==> src/rtl/spdif_pkg.sv <==
// Shared definitions for the S/PDIF sample pairer: sample widths, channel
// encodings, the hold-state type and pair packing helpers.
package spdif_pkg;

  localparam int SAMPLE_W = 24;
  localparam int PAIR_W   = 2 * SAMPLE_W;

  localparam logic LRCK_LEFT  = 1'b0;
  localparam logic LRCK_RIGHT = 1'b1;

  typedef enum logic {
    HOLD_EMPTY = 1'b0,
    HOLD_LEFT  = 1'b1
  } hold_state_t;

  function automatic logic [PAIR_W-1:0] pack_pair(
    input logic [SAMPLE_W-1:0] left,
    input logic [SAMPLE_W-1:0] right
  );
    return {left, right};
  endfunction

  function automatic logic [SAMPLE_W-1:0] pair_left(input logic [PAIR_W-1:0] pair);
    return pair[PAIR_W-1:SAMPLE_W];
  endfunction

  function automatic logic [SAMPLE_W-1:0] pair_right(input logic [PAIR_W-1:0] pair);
    return pair[SAMPLE_W-1:0];
  endfunction

endpackage

==> src/rtl/spdif_pair_fifo.sv <==
// First-word-fall-through FIFO of stereo pairs. A push into a full FIFO is
// accepted only when a pop happens in the same cycle; otherwise o_drop flags it.
module spdif_pair_fifo
  import spdif_pkg::*;
#(
  parameter int DEPTH      = 4,
  parameter int DEPTH_LOG2 = 2
) (
  input  logic                  clk,
  input  logic                  rst_n,
  input  logic                  i_push,
  input  logic [PAIR_W-1:0]     i_wdata,
  input  logic                  i_pop,
  output logic [PAIR_W-1:0]     o_rdata,
  output logic [DEPTH_LOG2:0]   o_level,
  output logic                  o_empty,
  output logic                  o_drop
);

  localparam logic [DEPTH_LOG2-1:0] PTR_ONE  = DEPTH_LOG2'(1'b1);
  localparam logic [DEPTH_LOG2:0]   LVL_ONE  = (DEPTH_LOG2 + 1)'(1'b1);
  localparam logic [DEPTH_LOG2:0]   LVL_FULL = (DEPTH_LOG2 + 1)'(DEPTH);

  logic [PAIR_W-1:0]     r_mem [0:DEPTH-1];
  logic [DEPTH_LOG2-1:0] r_wr_ptr;
  logic [DEPTH_LOG2-1:0] r_rd_ptr;
  logic [DEPTH_LOG2:0]   r_level;

  logic w_empty;
  logic w_full;
  logic w_pop;
  logic w_wr;

  assign w_empty = (r_level == {(DEPTH_LOG2 + 1){1'b0}});
  assign w_full  = (r_level == LVL_FULL);
  assign w_pop   = i_pop & ~w_empty;
  // When full, the slot being written is the head being popped this cycle.
  assign w_wr    = i_push & (~w_full | w_pop);

  assign o_drop  = i_push & ~w_wr;
  assign o_level = r_level;
  assign o_empty = w_empty;
  assign o_rdata = w_empty ? {PAIR_W{1'b0}} : r_mem[r_rd_ptr];

  // Pair storage; contents are don't-care until written.
  always_ff @(posedge clk) begin
    if (w_wr) begin
      r_mem[r_wr_ptr] <= i_wdata;
    end
  end

  // Pointer and occupancy bookkeeping.
  always_ff @(posedge clk or negedge rst_n) begin
    if (!rst_n) begin
      r_wr_ptr <= {DEPTH_LOG2{1'b0}};
      r_rd_ptr <= {DEPTH_LOG2{1'b0}};
      r_level  <= {(DEPTH_LOG2 + 1){1'b0}};
    end else begin
      if (w_wr) begin
        r_wr_ptr <= r_wr_ptr + PTR_ONE;
      end
      if (w_pop) begin
        r_rd_ptr <= r_rd_ptr + PTR_ONE;
      end
      case ({w_wr, w_pop})
        2'b10:   r_level <= r_level + LVL_ONE;
        2'b01:   r_level <= r_level - LVL_ONE;
        default: r_level <= r_level;
      endcase
    end
  end

endmodule

==> src/rtl/spdif_sample_pairer.sv <==
// Pairs left/right S/PDIF samples into stereo words and queues them in a
// FWFT FIFO; flags orphaned samples and pairs dropped on overflow.
module spdif_sample_pairer
  import spdif_pkg::*;
#(
  parameter int DEPTH      = 4,
  parameter int DEPTH_LOG2 = 2
) (
  input  logic                  clk,
  input  logic                  rst_n,
  input  logic [SAMPLE_W-1:0]   data_i,
  input  logic                  ack_i,
  input  logic                  lrck_i,
  input  logic                  locked_i,
  output logic [SAMPLE_W-1:0]   left_o,
  output logic [SAMPLE_W-1:0]   right_o,
  output logic                  valid_o,
  input  logic                  ready_i,
  output logic [DEPTH_LOG2:0]   level_o,
  output logic                  pair_err_o,
  output logic                  ovf_o
);

  hold_state_t          r_hold_state;
  hold_state_t          w_hold_next;
  logic [SAMPLE_W-1:0]  r_hold_data;
  logic [SAMPLE_W-1:0]  w_hold_data_next;
  logic                 r_pair_err;
  logic                 r_ovf;

  logic                 w_push;
  logic                 w_err;
  logic                 w_drop;
  logic                 w_empty;
  logic [PAIR_W-1:0]    w_head;
  logic [DEPTH_LOG2:0]  w_level;

  // Hold-state register, held left sample and registered event pulses.
  always_ff @(posedge clk or negedge rst_n) begin
    if (!rst_n) begin
      r_hold_state <= HOLD_EMPTY;
      r_hold_data  <= {SAMPLE_W{1'b0}};
      r_pair_err   <= 1'b0;
      r_ovf        <= 1'b0;
    end else begin
      r_hold_state <= w_hold_next;
      r_hold_data  <= w_hold_data_next;
      r_pair_err   <= w_err;
      r_ovf        <= w_drop;
    end
  end

  // Pairing decisions for the current cycle.
  always_comb begin
    w_hold_next      = r_hold_state;
    w_hold_data_next = r_hold_data;
    w_push           = 1'b0;
    w_err            = 1'b0;
    if (!locked_i) begin
      // Losing lock abandons a half pair silently.
      w_hold_next = HOLD_EMPTY;
    end else if (ack_i) begin
      case (lrck_i)
        LRCK_LEFT: begin
          w_hold_next      = HOLD_LEFT;
          w_hold_data_next = data_i;
          w_err            = (r_hold_state == HOLD_LEFT);
        end
        LRCK_RIGHT: begin
          if (r_hold_state == HOLD_LEFT) begin
            w_push      = 1'b1;
            w_hold_next = HOLD_EMPTY;
          end else begin
            w_err = 1'b1;
          end
        end
        default: begin
          w_hold_next = r_hold_state;
        end
      endcase
    end else begin
      w_hold_next = r_hold_state;
    end
  end

  spdif_pair_fifo #(
    .DEPTH      (DEPTH),
    .DEPTH_LOG2 (DEPTH_LOG2)
  ) u_fifo (
    .clk     (clk),
    .rst_n   (rst_n),
    .i_push  (w_push),
    .i_wdata (pack_pair(r_hold_data, data_i)),
    .i_pop   (ready_i),
    .o_rdata (w_head),
    .o_level (w_level),
    .o_empty (w_empty),
    .o_drop  (w_drop)
  );

  assign left_o     = pair_left(w_head);
  assign right_o    = pair_right(w_head);
  assign valid_o    = ~w_empty;
  assign level_o    = w_level;
  assign pair_err_o = r_pair_err;
  assign ovf_o      = r_ovf;

endmodule

==> config.mk <==
export PLATFORM = sky130hd
export DESIGN_NAME = spdif_sample_pairer
export DESIGN_NICKNAME = d
export VERILOG_FILES = /design/src/rtl/spdif_pkg.sv /design/src/rtl/spdif_pair_fifo.sv /design/src/rtl/spdif_sample_pairer.sv
export SDC_FILE = /design/constraint.sdc
export NUM_CORES = 1
export LEC_CHECK = 0
export CORE_AREA = 5 5 118 204
export DETAILED_ROUTE_END_ITERATION = 8
export DIE_AREA = 0 0 123 209
export PLACE_DENSITY = 0.65
export SLEW_MARGIN = 30
export SYNTH_ARGS = -nofsm -noshare
export SYNTH_HDL_FRONTEND = slang
export SYNTH_SLANG_ARGS = --single-unit
==> constraint.sdc <==
create_clock -name clk -period 2.55 [get_ports clk]
set_clock_uncertainty 0.1 [all_clocks]
set_input_delay 0.51 -clock clk [delete_from_list [all_inputs] [get_ports clk]]
set_output_delay 0.51 -clock clk [all_outputs]
set_load 0.01 [all_outputs]
* Yosys cells after proc, flatten, opt, wreduce, memory -nomap -nowiden
Memory sizes are Yosys's and may differ from the RTL's. Index checks and enable logic that the tools add are counted.
Storage, ports and cells: memories 1, input bits 30, word-level logic and storage cells 42, memory bits (writable) 192, register bits 34, latch bits 0, ROM bits 0, output and inout bits 54
Cells by class: eq/ne operators 4, div/mod/pow operators 0, add/sub/neg operators 4, mux-type cells 15, order comparisons 0, $mul 0, bitwise operators 8, shifts and indexed selects 0, reductions and logical operators 3
Memory list:
- u_fifo.r_mem | words 4, width 48, rd ports 1, clocked after Yosys merged registers in 0, write ports 1, RTL line spdif_pair_fifo.sv:24 | logic [PAIR_W-1:0] r_mem [0:DEPTH-1];
Operators by type and width (number):
- 2-to-1 mux 48 bit | 1
- 2-to-1 mux 1 bit | 11
- one-hot mux 3 bit (2 select lines) | 1
- adder 2 x 1 -> 2 bit, second input constant | 2
- NOT 1 bit | 4
- one-hot mux 1 bit (2 select lines) | 2
- adder 3 x 1 -> 3 bit, second input constant | 1
- AND 1 bit | 3
- equality test 3 bit, second input constant | 1
- zero test 3 bit | 1
- AND reduction 3 bit | 1
- subtractor 3 x 1 -> 3 bit, second input constant | 1
- equality test 2 x 1 -> 1 bit, second input constant | 1
- equality test 2 bit, second input constant | 1
- != test 2 bit, second input constant | 1
- nonzero test 2 bit | 1
- bitwise OR 1 bit | 1

* Depth between registers and ports, before layout
word-level depth 7, mapped depth 10, mapped depth without buffers 10

* By module
A second synthesis with hierarchy kept.
Second synthesis, totals: cell total of the unflattened synthesis 416, area, all modules 8856.0 sq um
By module, submodules not included:
- spdif_pair_fifo | seq. area each 5940.7 sq um, cells each 355, instances 1, area an instance 7742.4 sq um
- spdif_sample_pairer | seq. area each 675.6 sq um, cells each 61, instances 1, area an instance 1113.6 sq um

* Worst setup path after synthesis
OpenSTA, ideal clock, no wires.
path kind input-to-reg, from input lrck_i, to memory u_fifo.r_mem[0][0] (netlist bit) (enable), setup slack -0.092 ns, data arrival time 2.132 ns, path buffers 0, data required time 2.039 ns, stages 4, setup time 0.411 ns, path through ha_1 nand3_2 nor2b_4 and2_1
On the way: cells in the longest elaborated chain, start to end 6
RTL lines:
- from (decl) | RTL line spdif_sample_pairer.sv:13 | input logic lrck_i,
- 2-to-1 mux 1 bit | RTL line spdif_sample_pairer.sv:63 | case (lrck_i)
- 2-to-1 mux 1 bit | RTL line spdif_sample_pairer.sv:62 | end else if (ack_i) begin
- 2-to-1 mux 1 bit | RTL line spdif_sample_pairer.sv:59 | if (!locked_i) begin
- AND 1 bit | RTL line spdif_pair_fifo.sv:38 | assign w_wr = i_push & (~w_full | w_pop);
- 2-to-1 mux 1 bit | RTL line spdif_pair_fifo.sv:47 | if (w_wr) begin
- 2-to-1 mux 1 bit (not written as such) | RTL line spdif_pair_fifo.sv:48 | r_mem[r_wr_ptr] <= i_wdata;
- to (decl) | RTL line spdif_pair_fifo.sv:24
No other way between the ends.

* Final worst setup path
from register u_fifo.r_rd_ptr[0], to output left_o[17]
On the way: cells in the longest elaborated chain, start to end 2
RTL lines:
- from (decl) | RTL line spdif_pair_fifo.sv:26 | logic [DEPTH_LOG2-1:0] r_rd_ptr;
- from (signal assigned) | RTL line spdif_pair_fifo.sv:56 | r_rd_ptr <= {DEPTH_LOG2{1'b0}};
- from (signal assigned) | RTL line spdif_pair_fifo.sv:63 | r_rd_ptr <= r_rd_ptr + PTR_ONE;
- memory read (4 x 48 bit)
- 2-to-1 mux 48 bit | RTL line spdif_pair_fifo.sv:43 | assign o_rdata = w_empty ? {PAIR_W{1'b0}} : r_mem[r_rd_ptr];
- to (decl) | RTL line spdif_sample_pairer.sv:15 | output logic [SAMPLE_W-1:0] left_o,
No other way between the ends.

==> metrics.cfg <==
[synthesis]
ys_types=26
synth_top_flop_cell=edfxtp_1
yosysSeqAreaShare_pct=76.1
synthCells=402
synth_seq_cells=226
ys_warn_count=0
synthTopCellsByCount=edfxtp_1 (192), and2_1 (54), mux4_2 (48)
synthArstFlopShare_pct=15.0
synth_nets=439
syn_area_um2=8700
synth_area_leaders=edfxtp_1 (66%), mux4_2 (12%), dfrtp_1 (9.8%)
syn_avg_cell_area_um2=21.6
synth.top_cell.area_share_pct=66.3
synth_edf_count=192
synth.most_common_cell=edfxtp_1
yosysTopAreaCell=edfxtp_1

[worst_setup_path]
crit_path_end_kind=primary output
r2r_slack_ns=0.11
required_ns=1.94
endpoint=left_o[17]
r2r_start=u_fifo.o_level[1]
rr_worst_depth=10
start_kind=register
worstPathMaxFanout=8
startpoint=u_fifo.r_rd_ptr[0]
critPathArrivalTime_ns=2.12
crit_type=register to primary output
timing.rr.end=u_fifo.o_level[2]

[detailed_routing]
first_iter_violations=164
dr.pass1.iters=4
wl_um=17100
drtAntennaViolNets=0
via_count=4190
wire_per_inst_um=19.9
drc=0
viasPerCell=4.86

[sta]
min_period_over_period_pct=107
finalCriticalPeriod_ns=2.73
finalSetupViolCount=48
max_clock_freq_mhz=366
tightest_slew_ns=0.469
hold_viol_final=0
rsz0062_at_grt=true
slew_headroom_pct=68.7
worst_slack_ns=-0.182
slew_violations=0
holdWs_ns=0.296

[floorplan]
dieHeight_um=209
start_util_pct=38.9
core-area_um2=22400
core.rowCount=73
ios=84
die_area_um2=25700
die_x_um=123

[cells_and_area]
register_area_um2=6620
syn_to_final_growth_pct=29.7
drive_gt1_share_pct=45.4
multi_input_comb_area_um2=2060
fillers=1784
instances_no_fill=862
diodes=0
nNetsFinal=586

[place]
dp_hpwl_um=10500
dp.cells=796
dp_slack_ns=-0.276
gp_congestion=0.730
numPortBuffers=83

[outcome]
violations=negative setup slack
status=finished, violations left

[global_routing]
grt_max_degree=51
antenna_found_initial=1
grt_pass1_vias=4732
grt_pass1_wl_um=27000
grt_use_met3_pct=1.84
grt_use_total_pct=13.7
use_met1_pct=15.9
grt_busiest_layer=met2
use_met2_pct=25.9
gr-total-overflow=0

[pwr]
peakVddDrop_mv=0.410
leakagePower_uw=0.00404
power_density_nw_per_um2=1070
p_total_uw=12100

[clock_tree]
clk_pin_slew_ns=0.07
tritoncts=built
clock_sinks=226
cts_max_path_buffers=3
htree_levels=1
clk_latency_ns=0.48
cts_buffers=19
clock-root-buffer=clkbuf_16

[min_path]
min_path_type=input pin to asynchronous set/reset pin

[flow_run]
drv_cap=0

==> flip-flops by register name (all words and copies together), names as in the netlist <==
signal and cells:
u_fifo.r_mem 192, r_hold_data 24, u_fifo.o_level 3, u_fifo.r_rd_ptr 2, u_fifo.r_wr_ptr 2, ovf_o 1
pair_err_o 1, r_hold_state 1
==> power by group <==
part / switching, uW / internal [uW] / total, uW / leakage (uW)
combinational: 1760 / 3010 / 4770 / 0.00160
sequential: 187 / 4250 / 4440 / 0.00213
clock: 1250 / 1610 / 2860 / 0.000311
total: 3200 / 8880 / 12100 / 0.00404
==> worst min path at each step <==
stage                 end  slack (ns)  depth (start not counted)
6_report            ovf_o        0.30                          2
5_1_grt        pair_err_o        0.32                          2
4_1_cts        pair_err_o        0.28                          2
3_5_place_dp   pair_err_o        0.25                          1
3_3_place_gp   pair_err_o        0.24                          1
2_1_floorplan       ovf_o        0.11                          0
==> layer usage <==
metal | up-vias | wire [um]
met5 | - | 13
met4 | 2 | 321
met3 | 22 | 603
met2 | 96 | 9810
met1 | 2199 | 6400
li1 | 1871 | -
==> what timing repair did <==
| action | CTS | global route |
|---|---|---|
| setup buffers | 31 | 1 |
| pin swaps | 15 | 0 |
| hold buffers | 1 | 0 |
| gates cloned | 1 | 0 |
| endpoints found under the setup margin | 48 | 49 |
| hold endpoints to repair | 6 | 0 |
| gates resized for setup | 294 | 28 |
==> cell families after synthesis <==
family,count (synthesis),share of synthesized area [%]
xor+xnor,6,0.604
mux,75,15.9
flops,226,76.1
buf+inv,25,1.58
simple gates,63,4.69
fa+ha+maj,7,1.09
==> cell usage in the layout, fill, tap and decap left out, types with 12 or more instances in the layout <==
master / Yosys / layout
clkbuf_16: 0 / 19
dfrtp_1: 34 / 32
edfxtp_1: 192 / 192
buf_4: 0 / 17
mux4_2: 48 / 48
mux2_1: 12 / 12
buf_6: 5 / 71
mux2_2: 12 / 12
clkdlybuf4s50_1: 0 / 33
and2_4: 0 / 43
==> layout make-up <==
class | instances | area share, %
Sequential cell | 226 | 58.7
Multi-Input combinational cell | 151 | 18.2
Clock inverter | 13 | 1.10
Inverter | 7 | 0.233
Timing Repair Buffer | 144 | 14.1
Clock buffer | 21 | 4.37
Tap cell | 300 | 3.33
==> through the flow <==
step	TNS (ns)	utilization, %	cell area [um2]
3_3_place_gp	-0.210	45.3	10100
2_1_floorplan	0	-	8700
3_5_place_dp	-0.391	45.3	10100
6_report	-6.04	50.4	11300
5_1_grt	-9.11	50.4	11300
4_1_cts	-8.03	50.0	11200
==> worst max-delay path, cell delays in order (launching register included) <==
cell and delay [ns]:
dfrtp_4 0.58, buf_12 0.16, buf_6 0.09, mux4_2 0.52, and2_4 0.18, buf_6 0.11
(Power assumes the default switching activity.)
==> patch 1, RTL diff (config.mk and constraints unchanged) <==
Make the reset (`rst_n`) synchronous in 2 clocked blocks.
--- a/src/rtl/spdif_pair_fifo.sv
+++ b/src/rtl/spdif_pair_fifo.sv
@@ -50,7 +50,7 @@
   end
 
   // Pointer and occupancy bookkeeping.
-  always_ff @(posedge clk or negedge rst_n) begin
+  always_ff @(posedge clk) begin
     if (!rst_n) begin
       r_wr_ptr <= {DEPTH_LOG2{1'b0}};
       r_rd_ptr <= {DEPTH_LOG2{1'b0}};
--- a/src/rtl/spdif_sample_pairer.sv
+++ b/src/rtl/spdif_sample_pairer.sv
@@ -36,7 +36,7 @@
   logic [DEPTH_LOG2:0]  w_level;
 
   // Hold-state register, held left sample and registered event pulses.
-  always_ff @(posedge clk or negedge rst_n) begin
+  always_ff @(posedge clk) begin
     if (!rst_n) begin
       r_hold_state <= HOLD_EMPTY;
       r_hold_data  <= {SAMPLE_W{1'b0}};
Function: differs if rst_n is asserted again (counterexample within 4 cycles, from zero or initial values and one cycle with rst_n low); with rst_n held inactive, the same outputs for 4 cycles.
==> patch 1 against the unedited design <==
The run still ends with setup timing left. Critical path depth stayed put. Synthesized area shrank 0.45%. Final area down 2.8%. Sequential cell count increased by 2. Die area is the same. Synthesized cell count grew 18%. Critical path type unchanged. Wire length increased by 4.8%. Largest cell class unchanged. Utilization decreased by 1.4 points. Setup slack gained 150 ps. Worst hold slack improved by 92 ps.
Power is not compared: it rests on default switching activity, and its combinational part moved more than twofold at a synthesized area within 25%.
==> patch 1: results (changes against the unedited design) <==
| Metric | Value |
|---|---|
| CTS resizes | 191 (was 294) |
| Family with the most delay on the worst path | multiplexers (was flip-flops) |
| Gr usage total | 14.35% (was 13.69%) |
| GPL Wtd Cong | 0.7379 (was 0.7297) |
| CP Max Fanout | 6 (was 8) |
| Vias in the first global route | 5021 (was 4732) |
| Sequential share of the synthesized area | 74.92% (was 76.09%) |
| Final std cells w/o fill | 909 (was 862) |
| Highest routed layer | met4 (was met5) |
| Invs w/o clock | 8 (was 7) |
| Post-route setup slack | -29.35 ps (was -182.1 ps) |
| Worst reg2reg setup slack | 190 ps (was 110 ps) |
| HP Class | flip-flop to flip-flop (was input pin to async pin) |
| Layout non-clock buf frac | 11.27% (was 14.05%) |
| Register share of the cell area | 59.24% (was 58.70%) |
| Failing checks | setup timing (unchanged) |
| CTS Buf Count | 20 (was 19) |
| Met1 Use GR | 17.40% (was 15.91%) |
| Slew HR | 75.38% (was 68.72%) |
| Clock-cell share | 6.438% (was 5.468%) |
| WL met2 | 10.13 mm (was 9.808 mm) |
| Post-synth top cells | edfxtp_1 (192), nand2_1 (55), nor2b_1 (49), mux4_2 (48), dfxtp_1 (36) (was edfxtp_1 (192), and2_1 (54), mux4_2 (48), dfrtp_1 (34)) |
| Status | complete, but fails checks (unchanged) |
| FF+latch count | 228 (was 226) |
| Top post-synthesis cells by area | edfxtp_1 (67%), mux4_2 (12%), dfxtp_1 (8.3%) (was edfxtp_1 (66%), mux4_2 (12%), dfrtp_1 (9.8%)) |
| Fraction of the mapped netlist area in adder cells | 1.098% (was 1.094%) |
| Largest net degree at the start of global routing | 30 (was 51) |
| Synth Area in XOR/XNOR | 0.2023% (was 0.6043%) |
| Initial antenna violation count | 0 (was 1) |
| Post-synth ARST share | 0% (was 15.04%) |
| First-pass GRT wire length | 28.33 mm (was 27.03 mm) |
| HPWL Detailed | 11.08 mm (was 10.49 mm) |
| Met2 Use GR | 26.70% (was 25.88%) |
| FF-to-FF Start | u_fifo.o_level[0] (was u_fifo.o_level[1]) |
| Multi-input gate area | 2122 sq um (was 2056 sq um) |
| Metal-1 WL | 6.957 mm (was 6.396 mm) |
| Setup violations, final | 8 (was 48) |
| CP max stage delay | 510 ps (was 580 ps) |
| Setup bufs post-CTS | 6 (was 31) |
| #MultiIn Comb | 214 (was 151) |
| Setup TNS | -75.86 ps (was -6041 ps) |
| Final-layout clock buffer total | 24 (was 21) |
| Highest-delay cell along the critical path | mux4_2 (was dfrtp_4) |
| Synth Instances | 474 (was 402) |
| Mapped Nets | 511 (was 439) |
| Yosys cell types | 30 (was 26) |
| DP Worst Slack | -323.5 ps (was -275.6 ps) |
| Hold Buf Count CTS | 0 (was 1) |
| Via/cell ratio | 4.965 (was 4.861) |
-- patch 1: cell count changes after synthesis, moves of 3 or more --
cell | before | now
mux2_1 | 12 | 0
dfxtp_1 | 0 | 36
a21oi_1 | 0 | 27
dfrtp_1 | 34 | 0
mux2_2 | 12 | 0
clkbuf_1 | 5 | 11
and2_1 | 54 | 4
o21ai_0 | 0 | 4
nor2_1 | 2 | 5
nor2b_1 | 0 | 49
nand2_1 | 0 | 55
xnor2_1 | 3 | 0
-- patch 1: metrics by stage --
stage	instance area [sq um]	hold WS [ps]	util [%]
2_1_floorplan	8662	359.1	-
3_3_place_gp	10180	362.1	45.49
3_5_place_dp	10180	370.1	45.49
4_1_cts	10850	388.1	48.50
5_1_grt	10960	426.1	48.98
6_report	10960	387.6	48.98
-- patch 1: path summary, 6_finish.rpt --
path                                          end  cells after the start
worst max-delay path                  right_o[17]                      5
worst min-delay path                    flip-flop                      2
worst max register to register  u_fifo.o_level[2]                      9
worst min register to register          flip-flop                      2
==> patch 2, RTL diff (same settings) <==
Without the edit above. `DEPTH` is set to 4 in 2 places; all go to 2.
--- a/src/rtl/spdif_pair_fifo.sv
+++ b/src/rtl/spdif_pair_fifo.sv
@@ -3,7 +3,7 @@
 module spdif_pair_fifo
   import spdif_pkg::*;
 #(
-  parameter int DEPTH      = 4,
+  parameter int DEPTH      = 2,
   parameter int DEPTH_LOG2 = 2
 ) (
   input  logic                  clk,
--- a/src/rtl/spdif_sample_pairer.sv
+++ b/src/rtl/spdif_sample_pairer.sv
@@ -3,7 +3,7 @@
 module spdif_sample_pairer
   import spdif_pkg::*;
 #(
-  parameter int DEPTH      = 4,
+  parameter int DEPTH      = 2,
   parameter int DEPTH_LOG2 = 2
 ) (
   input  logic                  clk,
Function: changed (a bounded check fails within 10 cycles, from zero or initial values and one cycle with rst_n low).
==> patch 2 against the unedited design <==
Setup slack better by 270 ps. Sequential cell count down 98. Utilization down 20 points. Clock power down 18%. Wire length down 38%. Synthesized area down 44%. Final area down 39%. Sequential power down 42%. Total power down 43%. Highest routed layer unchanged.
==> patch 2: results (changes against the unedited design) <==
| Metric | Value |
|---|---|
| Post-synth top cells | edfxtp_1 (96), nor2_1 (52), mux2i_1 (50), dfrtp_1 (32), mux2_1 (20) (was edfxtp_1 (192), and2_1 (54), mux4_2 (48), dfrtp_1 (34)) |
| H-tree depth | 4 (was 1) |
| Synth Instances | 289 (was 402) |
| Non-Clock Buffer Count | 103 (was 144) |
| Largest net degree at the start of global routing | 33 (was 51) |
| Arrival time at the worst endpoint | 1850 ps (was 2120 ps) |
| First-pass GRT wire length | 16.37 mm (was 27.03 mm) |
| Post-synth ARST share | 25.00% (was 15.04%) |
| Detailed router's first-iteration violation count | 75 (was 164) |
| FF+latch count | 128 (was 226) |
| # placed instances | 671 (was 796) |
| Skew-Pair Late Insertion Delay | 410 ps (was 480 ps) |
| CP max stage delay | 460 ps (was 580 ps) |
| Total power | 6828 uW (was 12080 uW) |
| Status | complete, no violations (was complete, but fails checks) |
| NumNets Final | 431 (was 586) |
| Mapped Nets | 322 (was 439) |
| FF+latch area | 3690 sq um (was 6621 sq um) |
| Sw frac | 28.47% (was 26.46%) |
| FF-to-FF Start | u_fifo.o_level[0] (was u_fifo.o_level[1]) |
| Setup violations, final | 0 (was 48) |
| Yosys cell types | 22 (was 26) |
| Max FFs per register | 96 (was 192) |
| Layout non-clock buf frac | 15.02% (was 14.05%) |
| Synthesis-to-finish area growth | 39.40% (was 29.73%) |
| Multi-input gate area | 1149 sq um (was 2056 sq um) |
| Number of synthesized flops with an enable pin | 96 (was 192) |
| CP Max Fanout | 4 (was 8) |
| Final-layout clock buffer total | 22 (was 21) |
| Initial antenna violation count | 2 (was 1) |
| Flop+latch power | 2560 uW (was 4440 uW) |
| HP Class | flip-flop to flip-flop (was input pin to async pin) |
| Invs w/o clock | 6 (was 7) |
| Placed Area | 6225 sq um (was 10130 sq um) |
| Final std cells w/o fill | 711 (was 862) |
| Reg2reg path depth | 9 (was 10) |
| Peak supply drop | 0.0005023 V (was 0.0004103 V) |
| P_comb | 1930 uW (was 4770 uW) |
| Hold slack | 365.3 ps (was 295.7 ps) |
| Via count | 2702 (was 4190) |
| Gr usage total | 8.689% (was 13.69%) |
| DR WL/cell | 14.90 microns (was 19.89 microns) |
| HPWL Detailed | 6.667 mm (was 10.49 mm) |
| #MultiIn Comb | 142 (was 151) |
| Fillcell total | 2239 (was 1784) |
| CTS Buf Count | 17 (was 19) |
| Layout cells sized above 1 | 15.09% (was 45.37%) |
| DP Worst Slack | -199.2 ps (was -275.6 ps) |
| Highest-delay cell along the critical path | clkdlybuf4s50_1 (was dfrtp_4) |
==> patch 2: cell types whose count changed after synthesis, moves of 48 or more <==
cell | unedited run | this run
mux2i_1 | 2 | 50
mux4_2 | 48 | 0
nor2_1 | 2 | 52
and2_1 | 54 | 2
edfxtp_1 | 192 | 96
==> patch 2: worst max-delay path by stage <==
stage	slack [ps]	start	endpoint	cells after the start
2_1_floorplan	-100	lrck_i	u_fifo.r_mem[0][0]	4
6_report	90	u_fifo.o_level[0]	valid_o	5
4_1_cts	-40	u_fifo.o_level[2]	right_o[3]	5
3_5_place_dp	-200	ready_i	u_fifo.o_level[2]	9
5_1_grt	-40	u_fifo.o_level[0]	u_fifo.o_level[2]	9
3_3_place_gp	-150	ready_i	u_fifo.o_level[2]	9
==> patch 2: routing by layer <==
layer | global-route usage, % | wire length (microns) | share of wire [%] | vias up
met1 | 8.586 | 3893 | 37 | 1363
li1 | - | - | - | 1270
met5 | 0 | 33 | 0.31 | -
met4 | 4.245 | 220 | 2.1 | 4
met3 | 2.897 | 441 | 4.2 | 15
met2 | 15.85 | 6007 | 57 | 50
==> patch 2: logic make-up after synthesis <==
logic type / Yosys count / synth area share, %
DFF: 128 / 75.08
xor gates and xnor gates: 5 / 0.8928
adders and majority gates: 3 / 0.9181
buffers and inverters: 19 / 1.938
muxes: 74 / 15.71
and+or+nand+nor: 60 / 5.458
==> patch 2: worst register-to-register path: stages (launching register included) <==
cell	delay (ps)
dfrtp_2	440
buf_4	150
or4b_4	540
nand2b_4	90
ha_1	170
inv_1	60
fa_1	380
xor2_1	180
nor2_1	70
xor2_1	160
